**config.mk**
```make
export PLATFORM = sky130hd
export DESIGN_NAME = sum_bcd_convert_flat
export DESIGN_NICKNAME = d
export VERILOG_FILES = /design/src/rtl/sum_bcd_convert_pkg.sv /design/src/rtl/sum_bcd_convert_if.sv /design/src/rtl/sum_bcd_convert_bcd_add3.sv /design/src/rtl/sum_bcd_convert.sv /design/src/flat_wrapper.sv
export SDC_FILE = /design/constraint.sdc
export NUM_CORES = 1
export LEC_CHECK = 0
export BUFFER_PORTS_ARGS = -buffer_cell sky130_fd_sc_hd__buf_4
export CORE_MARGIN = 3
export CORE_UTILIZATION = 46
export CTS_CLUSTER_SIZE = 24
export DETAILED_ROUTE_END_ITERATION = 8
export GPL_TIMING_DRIVEN = 1
export PLACE_DENSITY = 0.64
export SYNTH_ARGS = -nofsm -noshare
export SYNTH_HDL_FRONTEND = slang
export SYNTH_SLANG_ARGS = --single-unit
```
**constraint.sdc**
```tcl
create_clock -name clk -period 2.9 [get_ports clk]
set_input_delay 0.58 -clock clk [delete_from_list [all_inputs] [get_ports clk]]
set_output_delay 0.58 -clock clk [all_outputs]
set_load 0.005 [all_outputs]
```
**src/rtl/sum_bcd_convert_pkg.sv**
```systemverilog
// Shared definitions for the sum-to-BCD conversion stage.
//  - FSM state encodings
//  - BCD digit width
//  - default data width / digit count and the rule tying them together
package sum_bcd_convert_pkg;

  localparam int BCD_W     = 4;
  localparam int DEF_WIDTH = 8;
  localparam int DEF_NDIG  = 3;

  typedef enum logic {
    ST_IDLE  = 1'b0,
    ST_SHIFT = 1'b1
  } state_e;

  // NDIG digits must be able to hold the largest magnitude, 2**(WIDTH+1)-2.
  function automatic bit ndig_ok(input int width, input int ndig);
    longint pow10;
    pow10 = 1;
    for (int i = 0; i < ndig; i++) begin
      pow10 = pow10 * 10;
    end
    return pow10 > ((longint'(1) << (width + 1)) - 2);
  endfunction

  localparam bit DEF_NDIG_OK = ndig_ok(DEF_WIDTH, DEF_NDIG);

endpackage

```
**src/rtl/sum_bcd_convert_if.sv**
```systemverilog
// Handshake/data bundle between the adder stage (master) and the BCD converter (slave).
//  start   : request conversion of res_in/cout_in/sub_in
//  res_in  : adder sum, cout_in: adder carry-out, sub_in: 0=add 1=subtract
//  busy    : conversion in progress
//  done    : one-cycle pulse, bcd/neg valid from this cycle
//  neg     : result negative
//  bcd     : NDIG packed BCD digits, ones in the low nibble
interface sum_bcd_convert_if
  import sum_bcd_convert_pkg::*;
#(
  parameter int WIDTH = DEF_WIDTH,
  parameter int NDIG  = DEF_NDIG
);
  logic                    start;
  logic [WIDTH-1:0]        res_in;
  logic                    cout_in;
  logic                    sub_in;
  logic                    busy;
  logic                    done;
  logic                    neg;
  logic [BCD_W*NDIG-1:0]   bcd;

  modport master (
    output start, res_in, cout_in, sub_in,
    input  busy, done, neg, bcd
  );

  modport slave (
    input  start, res_in, cout_in, sub_in,
    output busy, done, neg, bcd
  );
endinterface

```
**src/rtl/sum_bcd_convert_bcd_add3.sv**
```systemverilog
// Double-dabble digit correction: adds 3 to a BCD digit of 5 or more so that the
// following left shift carries correctly into the next decade.
//  din  : BCD digit before correction
//  dout : corrected digit
module bcd_add3
  import sum_bcd_convert_pkg::*;
(
  input  logic [BCD_W-1:0] din,
  output logic [BCD_W-1:0] dout
);
  assign dout = (din >= BCD_W'(5)) ? din + BCD_W'(3) : din;
endmodule

```
**src/rtl/sum_bcd_convert.sv**
```systemverilog
// Converts the registered adder/subtractor result to sign + BCD digits using an
// iterative shift-add-3 engine (one magnitude bit per clock).
//  clk   : rising-edge clock
//  rst_n : asynchronous active-low reset
//  bus   : slave side of sum_bcd_convert_if (start/busy/done handshake, inputs, results)
// A conversion takes WIDTH+1 shift cycles; bcd/neg hold the last completed result.
module sum_bcd_convert
  import sum_bcd_convert_pkg::*;
#(
  parameter int WIDTH = DEF_WIDTH,
  parameter int NDIG  = DEF_NDIG
) (
  input  logic                clk,
  input  logic                rst_n,
  sum_bcd_convert_if.slave    bus
);
  localparam int MAG_W   = WIDTH + 1;
  localparam int BCD_TOT = BCD_W * NDIG;
  localparam int CNT_W   = $clog2(WIDTH + 1);

  generate
    if (!ndig_ok(WIDTH, NDIG) || !DEF_NDIG_OK) begin : g_bad_ndig
      $error("NDIG too small to hold the largest magnitude for this WIDTH");
    end
  endgenerate

  state_e               state_q, state_d;
  logic [CNT_W-1:0]     cnt_q, cnt_d;
  logic [MAG_W-1:0]     mag_q, mag_d;
  logic [BCD_TOT-1:0]   scr_q, scr_d;
  logic                 pend_neg_q, pend_neg_d;
  logic                 busy_q, busy_d;
  logic                 done_q, done_d;
  logic                 neg_q, neg_d;
  logic [BCD_TOT-1:0]   bcd_q, bcd_d;

  logic [BCD_TOT-1:0]   adj;
  logic [MAG_W-1:0]     mag_load;
  logic                 neg_load;
  logic [WIDTH-1:0]     res_twos;

  // Per-digit add-3 correction of the scratch register.
  for (genvar gi = 0; gi < NDIG; gi++) begin : g_add3
    bcd_add3 u_add3 (
      .din  (scr_q[gi*BCD_W +: BCD_W]),
      .dout (adj[gi*BCD_W +: BCD_W])
    );
  end

  // Signed magnitude of the incoming result. A subtract without carry-out is a
  // borrow, so the true magnitude is the two's complement of the sum.
  always_comb begin
    res_twos = ~bus.res_in + WIDTH'(1);
    mag_load = {bus.cout_in, bus.res_in};
    neg_load = 1'b0;
    if (bus.sub_in) begin
      if (bus.cout_in) begin
        mag_load = {1'b0, bus.res_in};
      end else begin
        mag_load = {1'b0, res_twos};
        neg_load = 1'b1;
      end
    end
  end

  always_comb begin
    state_d    = state_q;
    cnt_d      = cnt_q;
    mag_d      = mag_q;
    scr_d      = scr_q;
    pend_neg_d = pend_neg_q;
    busy_d     = busy_q;
    done_d     = 1'b0;
    neg_d      = neg_q;
    bcd_d      = bcd_q;
    case (state_q)
      ST_IDLE: begin
        if (bus.start) begin
          mag_d      = mag_load;
          scr_d      = '0;
          cnt_d      = '0;
          pend_neg_d = neg_load;
          busy_d     = 1'b1;
          state_d    = ST_SHIFT;
        end
      end
      ST_SHIFT: begin
        // {scratch, mag} shifted left by one after digit correction; the top
        // corrected bit is always zero because NDIG covers the full range.
        scr_d = BCD_TOT'({adj, mag_q[MAG_W-1]});
        mag_d = {mag_q[MAG_W-2:0], 1'b0};
        cnt_d = cnt_q + CNT_W'(1);
        if (cnt_q == CNT_W'(WIDTH)) begin
          bcd_d   = scr_d;
          neg_d   = pend_neg_q;
          done_d  = 1'b1;
          busy_d  = 1'b0;
          state_d = ST_IDLE;
        end
      end
      default: state_d = ST_IDLE;
    endcase
  end

  always_ff @(posedge clk or negedge rst_n) begin
    if (!rst_n) begin
      state_q    <= ST_IDLE;
      cnt_q      <= '0;
      mag_q      <= '0;
      scr_q      <= '0;
      pend_neg_q <= 1'b0;
      busy_q     <= 1'b0;
      done_q     <= 1'b0;
      neg_q      <= 1'b0;
      bcd_q      <= '0;
    end else begin
      state_q    <= state_d;
      cnt_q      <= cnt_d;
      mag_q      <= mag_d;
      scr_q      <= scr_d;
      pend_neg_q <= pend_neg_d;
      busy_q     <= busy_d;
      done_q     <= done_d;
      neg_q      <= neg_d;
      bcd_q      <= bcd_d;
    end
  end

  assign bus.busy = busy_q;
  assign bus.done = done_q;
  assign bus.neg  = neg_q;
  assign bus.bcd  = bcd_q;

endmodule

```
**src/flat_wrapper.sv**
```systemverilog
// flat-port wrapper written by rule: the top's interface ports become plain ports
module sum_bcd_convert_flat import sum_bcd_convert_pkg::*;
#(
  parameter int WIDTH = DEF_WIDTH,
  parameter int NDIG  = DEF_NDIG
)
  (clk, rst_n, bus_start, bus_res_in, bus_cout_in, bus_sub_in, bus_busy, bus_done, bus_neg, bus_bcd);
  sum_bcd_convert_if #(.WIDTH(WIDTH), .NDIG(NDIG)) bus_i ();
  input  logic clk;
  input  logic rst_n;
  input wire logic [$bits(bus_i.start)-1:0] bus_start;
  input wire logic [$bits(bus_i.res_in)-1:0] bus_res_in;
  input wire logic [$bits(bus_i.cout_in)-1:0] bus_cout_in;
  input wire logic [$bits(bus_i.sub_in)-1:0] bus_sub_in;
  output wire logic [$bits(bus_i.busy)-1:0] bus_busy;
  output wire logic [$bits(bus_i.done)-1:0] bus_done;
  output wire logic [$bits(bus_i.neg)-1:0] bus_neg;
  output wire logic [$bits(bus_i.bcd)-1:0] bus_bcd;
  assign bus_i.start = bus_start;
  assign bus_i.res_in = bus_res_in;
  assign bus_i.cout_in = bus_cout_in;
  assign bus_i.sub_in = bus_sub_in;
  assign bus_busy = bus_i.busy;
  assign bus_done = bus_i.done;
  assign bus_neg = bus_i.neg;
  assign bus_bcd = bus_i.bcd;
  sum_bcd_convert #(.WIDTH(WIDTH), .NDIG(NDIG)) u_core (.clk(clk), .rst_n(rst_n), .bus(bus_i));
endmodule
```
==> summary.txt <==
M3 GR Usage = 0.04324
Critical R2R Launch = u_core.cnt_q[0]
CTS tree = done
Dpl ws = 1.092 ns
Cts-stage hold buffer count = 0
Pleak = 1.213 nW
Int Pwr = 1.591 mW
Area after DPL = 2362 µm²
Wire per inst = 13.47 µm
Fmax = 574.8 MHz
Dominant cell type by area after synthesis = dfrtp_1
Die height = 74.48 µm
Buf/Inv on CP = 3
Ant diodes = 0
Worst Path Arrival = 1.91 ns
Power Density = 1014 nW/µm²
Rows = 24
Tot GR Track Use = 0.1498
CP top delay family = buffers and inverters
Crit end category = register
Finished Cell Area = 2439 µm²
Detailed Route WL = 3.825 mm
Worst r2r dst = u_core.bus.bcd[1]
Vias in the first global route = 1356
FFs w/ async S/R, synth = 1.000
Initial Util = 0.4854
Buffers on Ports = 27
Post-route ant nets = 0
Top-level port count = 28
Post-detail-place hpwl = 2.606 mm
Die Wd = 74.48 µm
Count leader, synth = dfrtp_1
Cell count after synthesis = 207
EDFF count, synth = 0
Cts bufs inserted = 5
Global Route met2 Usage = 0.2390
Peak VDD IR = 369.7 µV
# H-tree levels = 2
Clock share of power = 0.141
R2R cell count = 6
Crit path top cell by count = inv_1
Combinational power share = 0.441
Post-Syn Nets = 229
R2R setup slack = 1.16 ns
Crit Path Max Fanout = 13
Hold Violations, Final = 0
HP Class = primary input to async pin
Hold_ws = 0.2609 ns
Layout cell share with drive strength beyond 1 = 0.1810
Outcome = finished clean
RSZ-0062 raised after global routing = no
CP Data Required Time = 3.07 ns
Sw Ratio = 0.3564
Synth top area share = 0.4872
Mapped Area = 2157 µm²
Pin slew with the least headroom to its limit = 0.5223 ns
Drt via density = 5.204
CP max stage cell = dfrtp_1
Slew HR = 0.6518
Tmin final = 1.740 ns
Sequential Area = 1051 µm²
Top FF cell, synth = dfrtp_1
Setup bufs post-CTS = 0
Die Area = 5547 µm²
Vias = 1478
Clock Pin Slew Worst Setup and Hold Paths = 0.07 ns
Busiest layer in global routing = met2
Layout Nets = 254
Seq/Total Area, Yosys = 0.4872
Antenna violations before repair = 0
Distinct cell type count after synthesis = 30
Final period utilization = 0.5999
Layout area overhead = 13.05%
WS Path Type = register to register
Gr ovfl total = 0
Worst skew pair latency = 0.28 ns
Flop pwr share = 0.418
Largest net degree at the start of global routing = 44
Worst Skew = 0.003023 ns
Sink Count = 42
Synth Area per Inst = 10.42 µm²
CP cell instances = inv_1 -> ha_1 -> nand4b_1 -> buf_4 -> inv_1 -> mux2_2
Final Wtd Congestion = 0.7382
Yosys Warn Count = 0
FILL cells = 422
Final setup vio count = 0
Dpl cells = 277
GR Util met1 = 0.1974
1st-iter DRT viols = 95
Setup TNS = 0 ns
Multi-input gate area = 975.9 µm²
Final worst slack = 1.160 ns
Area contributors post-synth = dfrtp_1 (49%), ha_1 (5.2%), mux2i_1 (5.1%)
CTS root buf = clkbuf_8
Max-Cap Viols = 0
Largest stage delay on the critical path = 0.40 ns
First-pass GRT wire length = 6.334 mm
Buffer depth of the longest clock path = 2
Slew Limit Fails = 0
Residual DRC count = 0
Post-synth top cells = dfrtp_1 (42), o21ai_0 (16), nand2_1 (15)
CTS-repair resized insts = 0
Final non-filler cell total = 284
Yosys reg bits = 42
Switching power = 881.3 µW
Setup crit start kind = register
Core area = 4444 µm²
Drt first pass iters = 6
==> worst max-delay path by stage <==
stage                     slack [ns]       startpoint                 end  cells after the start
after detailed placement        1.09    bus_res_in[0]     u_core.mag_q[4]                      7
after global routing            1.02  u_core.cnt_q[0]   u_core.bus.bcd[1]                      6
after floorplan                 1.26    bus_res_in[0]     u_core.mag_q[4]                      6
final                           1.16  u_core.cnt_q[0]   u_core.bus.bcd[1]                      6
after global placement          1.12    bus_res_in[0]     u_core.mag_q[4]                      7
after CTS                       1.12  u_core.cnt_q[0]  u_core.bus.bcd[10]                      6
==> final cells by class <==
| class | count | share of cell area |
|---|---|---|
| Clock buffer | 7 | 0.03130 |
| Timing Repair Buffer | 29 | 0.08928 |
| Multi-Input combinational cell | 140 | 0.4002 |
| Tap cell | 52 | 0.02668 |
| Inverter | 14 | 0.02155 |
| Sequential cell | 42 | 0.4310 |
==> cell usage in the layout (no fill, tap or decap), drive strengths merged, types with 2 or more instances in the layout <==
| master | synthesis | final |
|---|---|---|
| xnor2 | 9 | 9 |
| nand2b | 11 | 11 |
| a21o | 9 | 9 |
| nor3 | 6 | 6 |
| a22o | 2 | 2 |
| inv | 14 | 14 |
| buf | 7 | 29 |
| nor2 | 8 | 8 |
| nand2 | 15 | 15 |
| mux2 | 6 | 6 |
| dfrtp | 42 | 42 |
| ha | 9 | 9 |
| a31oi | 2 | 2 |
| a21oi | 14 | 14 |
| nor3b | 13 | 13 |
| clkbuf | 4 | 7 |
| o21ai | 16 | 16 |
| mux2i | 11 | 11 |
==> worst reg2reg max path, delay by kind of cell (launching register included) <==
kind                       cells  cell delay (ns)
muxes                          1             0.39
buffers and inverters          3             0.60
adders and majority gates      1             0.15
DFF                            1             0.40
and+or+nand+nor                1             0.09
==> state kept, by name, summed over array words and instances (netlist names) <==
| name | count |
|---|---|
| u_core.bus.bcd | 12 |
| u_core.scr_q | 12 |
| u_core.mag_q | 9 |
| u_core.cnt_q | 4 |
| u_core.bus.busy | 1 |
| u_core.bus.done | 1 |
| u_core.bus.neg | 1 |
| u_core.pend_neg_q | 1 |
| u_core.state_q | 1 |
==> power by group through the flow <==
stage          logic (mW)  clock network [mW]  registers, mW
3_5_place_dp         1.10                   0           1.05
2_1_floorplan       0.810                   0           1.01
6_report             1.09               0.350           1.03
3_3_place_gp         1.08                   0           1.04
5_1_grt              1.23               0.384           1.07
4_1_cts              1.11               0.365           1.03
==> per-layer routing <==
metal  vias to the layer above  part of all wire
li1                        753                 -
met1                       689              0.49
met2                        32              0.46
met3                         4             0.044
met4                         0            0.0065
met5                         -                 0
==> per-stage QoR <==
step	util	power [mW]
floorplan	-	1.821
global placement	0.5315	2.124
detailed placement	0.5315	2.149
CTS	0.5487	2.508
global route	0.5487	2.685
finish	0.5487	2.473
==> logic make-up (layout without fill, tap and decap cells) <==
group | after synthesis | after routing | synth area share
buffers and inverters | 25 | 50 | 0.06032
adder cells (fa/ha/maj) | 9 | 9 | 0.05221
AO/OA/AOI/OAI | 47 | 47 | 0.1294
AND/OR/NAND/NOR | 57 | 57 | 0.1479
flip-flops | 42 | 42 | 0.4872
multiplexers | 17 | 17 | 0.08237
XOR/XNOR | 10 | 10 | 0.04061
(Power assumes the default switching activity.)
